<file path="config.mk">
export PLATFORM = sky130hd
export DESIGN_NAME = prbs_rx_par
export DESIGN_NICKNAME = d
export VERILOG_FILES = /design/src/rtl/prbs_rx_par.sv
export SDC_FILE = /design/constraint.sdc
export NUM_CORES = 1
export LEC_CHECK = 0
export BUFFER_PORTS_ARGS = -buffer_cell sky130_fd_sc_hd__buf_2
export CORE_AREA = 2 2 162 116
export DETAILED_ROUTE_END_ITERATION = 16
export DIE_AREA = 0 0 164 118
export GPL_ROUTABILITY_DRIVEN = 0
export PLACE_DENSITY_LB_ADDON = 0.08
export SETUP_SLACK_MARGIN = 0.4
export SLEW_MARGIN = 20
export SYNTH_ARGS = -nofsm -noshare
export SYNTH_HDL_FRONTEND = slang
export SYNTH_SLANG_ARGS = --single-unit
</file>
<file path="constraint.sdc">
create_clock -name clk -period 28.8 [get_ports clk]
set_clock_uncertainty 0.05 [all_clocks]
set_input_delay 1.44 -clock clk [delete_from_list [all_inputs] [get_ports clk]]
set_output_delay 1.44 -clock clk [all_outputs]
set_load 0.01 [all_outputs]
</file>
<file path="src/rtl/prbs_rx_par.sv">
// Parallel PRBS checker: self-synchronising per-word prediction, HUNT/LOCK tracking and saturating
// locked bit/error counters with snapshot-and-clear. err_vec one cycle after the word; no backpressure.
`timescale 1ns/1ps
module prbs_rx_par #(
  parameter int DATA_WIDTH    = 8,
  parameter int BIT_CNT_WIDTH = 32,
  parameter int ERR_CNT_WIDTH = 16,
  parameter int LOCK_CNT      = 16,
  parameter int UNLOCK_CNT    = 4
) (
  input  logic                     clk,
  input  logic                     rst,
  input  logic                     din_vld,
  input  logic [DATA_WIDTH-1:0]    din,
  input  logic [2:0]               prbs_sel,
  input  logic                     cnt_latch,
  output logic                     lock,
  output logic                     err_vld,
  output logic [DATA_WIDTH-1:0]    err_vec,
  output logic [BIT_CNT_WIDTH-1:0] bit_cnt,
  output logic [ERR_CNT_WIDTH-1:0] err_cnt,
  output logic                     cnt_sat,
  output logic                     snap_vld
);
  localparam int GW  = $clog2(LOCK_CNT + 1);
  localparam int BW  = $clog2(UNLOCK_CNT + 1);
  localparam int PW  = $clog2(DATA_WIDTH + 1);
  localparam int BSW = BIT_CNT_WIDTH + PW;
  localparam int ESW = ERR_CNT_WIDTH + PW;
  localparam logic [BSW-1:0] BITS_MAX = {{PW{1'b0}}, {BIT_CNT_WIDTH{1'b1}}};
  localparam logic [ESW-1:0] ERRS_MAX = {{PW{1'b0}}, {ERR_CNT_WIDTH{1'b1}}};

  typedef enum logic {HUNT = 1'b0, LOCKED = 1'b1} state_t;

  state_t                   state_q, state_d;
  logic [30:0]              hist_q, hist_d;
  logic [2:0]               sel_q, sel_d;
  logic [GW-1:0]            good_q, good_d;
  logic [BW-1:0]            bad_q, bad_d;
  logic [BIT_CNT_WIDTH-1:0] run_bits_q, run_bits_d, bit_cnt_q, bit_cnt_d;
  logic [ERR_CNT_WIDTH-1:0] run_errs_q, run_errs_d, err_cnt_q, err_cnt_d;
  logic                     run_sat_q, run_sat_d, cnt_sat_q, cnt_sat_d;
  logic                     err_vld_q, err_vld_d, snap_vld_q, snap_vld_d;
  logic [DATA_WIDTH-1:0]    err_vec_q, err_vec_d;

  logic [4:0]            tap_a, tap_b;
  logic [30:0]           ord_mask;
  logic                  sel_ok;
  logic [30:0]           hist_new;
  logic [DATA_WIDTH-1:0] mis;
  logic [PW-1:0]         mis_cnt;
  logic                  flush, act, chk_word, word_err, word_good, cnt_en;
  logic [BSW-1:0]        bits_sum;
  logic [ESW-1:0]        errs_sum;
  logic                  bits_ovf, errs_ovf;

  always_comb begin
    sel_ok   = 1'b1;
    tap_a    = 5'd7;
    tap_b    = 5'd6;
    ord_mask = 31'h0000_007F;
    case (sel_q)
      3'd0: ;
      3'd1: begin tap_a = 5'd9;  tap_b = 5'd5;  ord_mask = 31'h0000_01FF; end
      3'd2: begin tap_a = 5'd11; tap_b = 5'd9;  ord_mask = 31'h0000_07FF; end
      3'd3: begin tap_a = 5'd15; tap_b = 5'd14; ord_mask = 31'h0000_7FFF; end
      3'd4: begin tap_a = 5'd23; tap_b = 5'd18; ord_mask = 31'h007F_FFFF; end
      3'd5: begin tap_a = 5'd31; tap_b = 5'd28; ord_mask = 31'h7FFF_FFFF; end
      default: sel_ok = 1'b0;
    endcase
  end

  // Oldest bit first; hist bit k holds the bit received k+1 steps ago, so taps may hit this word.
  always_comb begin
    hist_new = hist_q;
    mis      = '0;
    mis_cnt  = '0;
    for (int i = DATA_WIDTH - 1; i >= 0; i--) begin
      mis[i]   = din[i] ^ hist_new[tap_a - 5'd1] ^ hist_new[tap_b - 5'd1];
      hist_new = {hist_new[29:0], din[i]};
    end
    for (int i = 0; i < DATA_WIDTH; i++) mis_cnt = mis_cnt + PW'(mis[i]);
  end

  assign flush     = (prbs_sel != sel_q);
  assign act       = din_vld && !flush;
  assign chk_word  = act && sel_ok;
  assign word_err  = |mis;
  assign word_good = !word_err && ((hist_new & ord_mask) != '0);
  assign cnt_en    = chk_word && (state_q == LOCKED);

  always_comb begin
    state_d = state_q;
    hist_d  = hist_q;
    good_d  = good_q;
    bad_d   = bad_q;
    sel_d   = prbs_sel;
    if (flush) begin
      hist_d  = '0;
      state_d = HUNT;
      good_d  = '0;
      bad_d   = '0;
    end else if (act) begin
      hist_d = hist_new;
      if (!sel_ok) begin
        state_d = HUNT;
        good_d  = '0;
        bad_d   = '0;
      end else if (state_q == HUNT) begin
        if (!word_good) begin
          good_d = '0;
        end else if (good_q + 1'b1 == GW'(LOCK_CNT)) begin
          state_d = LOCKED;
          good_d  = '0;
        end else begin
          good_d = good_q + 1'b1;
        end
      end else begin
        if (!word_err) begin
          bad_d = '0;
        end else if (bad_q + 1'b1 == BW'(UNLOCK_CNT)) begin
          state_d = HUNT;
          good_d  = '0;
          bad_d   = '0;
        end else begin
          bad_d = bad_q + 1'b1;
        end
      end
    end
  end

  // A latch restarts the running window from this cycle's own contribution.
  always_comb begin
    bits_sum   = BSW'(cnt_latch ? '0 : run_bits_q) + (cnt_en ? BSW'(DATA_WIDTH) : '0);
    errs_sum   = ESW'(cnt_latch ? '0 : run_errs_q) + (cnt_en ? ESW'(mis_cnt) : '0);
    bits_ovf   = bits_sum > BITS_MAX;
    errs_ovf   = errs_sum > ERRS_MAX;
    run_bits_d = bits_ovf ? '1 : bits_sum[BIT_CNT_WIDTH-1:0];
    run_errs_d = errs_ovf ? '1 : errs_sum[ERR_CNT_WIDTH-1:0];
    run_sat_d  = (run_sat_q && !cnt_latch) || bits_ovf || errs_ovf;
    bit_cnt_d  = cnt_latch ? run_bits_q : bit_cnt_q;
    err_cnt_d  = cnt_latch ? run_errs_q : err_cnt_q;
    cnt_sat_d  = cnt_latch ? run_sat_q : cnt_sat_q;
    snap_vld_d = cnt_latch;
    err_vld_d  = act;
    err_vec_d  = chk_word ? mis : '0;
  end

  always_ff @(posedge clk) begin
    if (!rst) begin
      state_q    <= HUNT;
      hist_q     <= '0;
      sel_q      <= '0;
      good_q     <= '0;
      bad_q      <= '0;
      run_bits_q <= '0;
      run_errs_q <= '0;
      run_sat_q  <= 1'b0;
      bit_cnt_q  <= '0;
      err_cnt_q  <= '0;
      cnt_sat_q  <= 1'b0;
      snap_vld_q <= 1'b0;
      err_vld_q  <= 1'b0;
      err_vec_q  <= '0;
    end else begin
      state_q    <= state_d;
      hist_q     <= hist_d;
      sel_q      <= sel_d;
      good_q     <= good_d;
      bad_q      <= bad_d;
      run_bits_q <= run_bits_d;
      run_errs_q <= run_errs_d;
      run_sat_q  <= run_sat_d;
      bit_cnt_q  <= bit_cnt_d;
      err_cnt_q  <= err_cnt_d;
      cnt_sat_q  <= cnt_sat_d;
      snap_vld_q <= snap_vld_d;
      err_vld_q  <= err_vld_d;
      err_vec_q  <= err_vec_d;
    end
  end

  assign lock     = (state_q == LOCKED);
  assign err_vld  = err_vld_q;
  assign err_vec  = err_vec_q;
  assign bit_cnt  = bit_cnt_q;
  assign err_cnt  = err_cnt_q;
  assign cnt_sat  = cnt_sat_q;
  assign snap_vld = snap_vld_q;
endmodule

</file>
==> metrics.cfg <==
[power_and_ir_drop]
powerDensity_nw_per_um2 = 52.2
netSwitchingFraction = 0.319
p_int_uw = 389
p_seq_frac = 0.370
power_frac_comb = 0.241
leakage_nw = 4.45
p_sw_uw = 182
pwr-share-clk = 0.389
ir_drop_mv = 0.0268

[min_path]
hold_class = reg2reg
holdCritStartpoint = bad_q[1]

[cts]
cts_resized = 0
cts_tree = built
cts_hold_buf = 0
clkSinkCount = 151
cts_buffers = 17
clockBufferDepth = 2
clockRootBuffer = clkbuf_16
worstSkewPairLatency_ns = 0.43
cts_max_level = 4
path_clk_slew_ns = 0.07
post_cts_buffers = 0

[worst_setup_path]
start_kind = flip-flop
critPathCaptureType = flip-flop
r2r-start = sel_q[1]
critPathLaunch = sel_q[1]
crit_fanout = 32
cp_slowest_cell = ha_1
crit_required_ns = 29.10
crit_arrival_ns = 11.23
worstSetupPathType = reg2reg
max_stage_delay_ns = 1.06

[routing]
wl_per_cell_um = 20.3
post-route-drc-count = 0
drt_iter0_markers = 1100
wl_um = 28600
dr.pass1.iters = 6
vias_per_cell = 6.28
num_vias = 8854
drt.antenna.violating_nets = 0

[placed_design]
dp_slack_ns = 18.13
io_buffers = 74
hpwl_um = 19300

[logic_synthesis]
synth_ff_type = dfxtp_1
synth_top_cell_by_area = dfxtp_1
ys_seq_elements = 151
syn_area_per_cell_sq_um = 8.63
synth_cells = 1162
synth.area.top_cells = dfxtp_1 30%, mux2i_1 13%, nor2_1 5.3%
synth_edf_count = 0
ys_types = 86
synth.top_cell.area_share = 0.302
ys_warn_count = 0
syn_nets = 1201
yosysSeqAreaShare = 0.302
synthArstFlopShare = 0
synth_area_sq_um = 10000

[die]
fp.dieH_um = 118
initial_core_util = 0.563
ios = 75
die_w_um = 164
rows = 41
die-area_sq_um = 19400
core_sq_um = 17800

[grt]
gr-total-overflow = 0
grt_max_degree = 62
grt_usage = 0.302
grt_pass1_vias = 8028
grt_pass1_wl_um = 45800
grt_antenna_before_repair = 0

[cells_and_area]
drive_gt1_frac = 0.152
final_common_cell = dfxtp_1
num_antenna_cells = 0
nets = 1200
fillers = 1498
mostFrequentLayoutCells = 151 x dfxtp_1, 141 x nor2_1, 133 x mux2i_1
area_growth_pct = 9.20

[sta]
finalCritPeriodShare = 0.379
slew_headroom = 0.153
worst_slack_ns = 17.87
finalSetupViolCount = 0
timing.fmax_ghz = 0.0915
period_needed_ns = 10.93
maxSlewViolCount = 0
rsz0062_at_grt = no
hold_viol = 0
tns_ns = 0
tightest_slew_ns = 1.25

[run]
max_cap_violations = 0

[run_status]
status = finished, final reports clean

logic make-up after synthesis:
logic type / after synthesis / synth area share
buf+inv: 133 / 0.0553
compound gates: 211 / 0.154
fa+ha+maj: 24 / 0.0337
flops: 151 / 0.302
xor+xnor: 47 / 0.0443
simple gates: 428 / 0.215
mux: 168 / 0.197
worst max-delay path, delay by kind of cell (launching register included):
| family | cells | cell delay [ns] |
|---|---|---|
| AOI/OAI and AO/OA | 4 | 1.17 |
| xor gates and xnor gates | 2 | 0.40 |
| adders and majority gates | 8 | 3.98 |
| buffers and inverters | 7 | 1.30 |
| DFF | 1 | 0.70 |
| muxes | 1 | 0.35 |
| and+or+nand+nor | 10 | 2.86 |
final cells by class:
class                           count  area, sq um  share of cell area
Multi-Input combinational cell    878         6470               0.591
Sequential cell                   151         3020               0.276
Clock buffer                       19          443              0.0405
Inverter                           24         92.6             0.00846
Timing Repair Buffer               89          485              0.0443
Clock inverter                     13          134              0.0122
Tap cell                          236          295              0.0270
registers in the layout (all words and copies together), names as in the netlist:
name,count
lock,1
run_errs_q,16
err_vec,8
bad_q,3
bit_cnt,32
run_bits_q,32
err_cnt,16
err_vld,1
snap_vld,1
cnt_sat,1
sel_q,3
run_sat_q,1
hist_q,31
good_q,5
per-layer routing:
layer / vias up / GRT usage / part of all wire
li1: 4172 / - / -
met1: 4120 / 0.455 / 0.46
met2: 515 / 0.395 / 0.39
met3: 47 / 0.119 / 0.13
met4: 0 / 0.0751 / 0.014
met5: - / 0 / 0
cell usage after synthesis, types with 15 or more instances:
master	instances
dfxtp_1	151
nor2_1	141
mux2i_1	133
clkbuf_1	78
nand2_1	76
nor2b_1	54
o21a_1	38
o21ai_0	37
nand3_1	36
a21oi_1	29
xnor2_1	23
mux4_2	22
xor2_1	22
inv_1	21
ha_1	19
nor3_1	16
nand4_1	15
final timing paths:
kind | end | slack (ns) | depth (start not counted)
setup / recovery | run_errs_q[2] | 17.87 | 32
hold / removal | bad_q[1] | 0.41 | 2
hold reg to reg | bad_q[1] | 0.41 | 2
setup reg to reg | run_errs_q[2] | 17.87 | 32
power groups by stage:
stage | Combinational, mW | Sequential, mW | Clock (mW)
after floorplan | 0.107 | 0.215 | 0
after global placement | 0.132 | 0.216 | 0
after detailed placement | 0.132 | 0.216 | 0
after CTS | 0.134 | 0.211 | 0.227
after global routing | 0.151 | 0.212 | 0.234
final | 0.137 | 0.211 | 0.222
metrics by stage:
step | instance area (sq um) | power [mW] | utilization | hold WS [ns] | instances
after floorplan | 10000 | 0.322 | - | 0.379 | 1162
after global placement | 10400 | 0.348 | 0.582 | 0.390 | 1378
after detailed placement | 10400 | 0.348 | 0.582 | 0.400 | 1378
after CTS | 10900 | 0.572 | 0.615 | 0.415 | 1410
after global routing | 10900 | 0.597 | 0.615 | 0.452 | 1410
final | 10900 | 0.571 | 0.615 | 0.413 | 1410
Power figures use the tool's default switching activity.
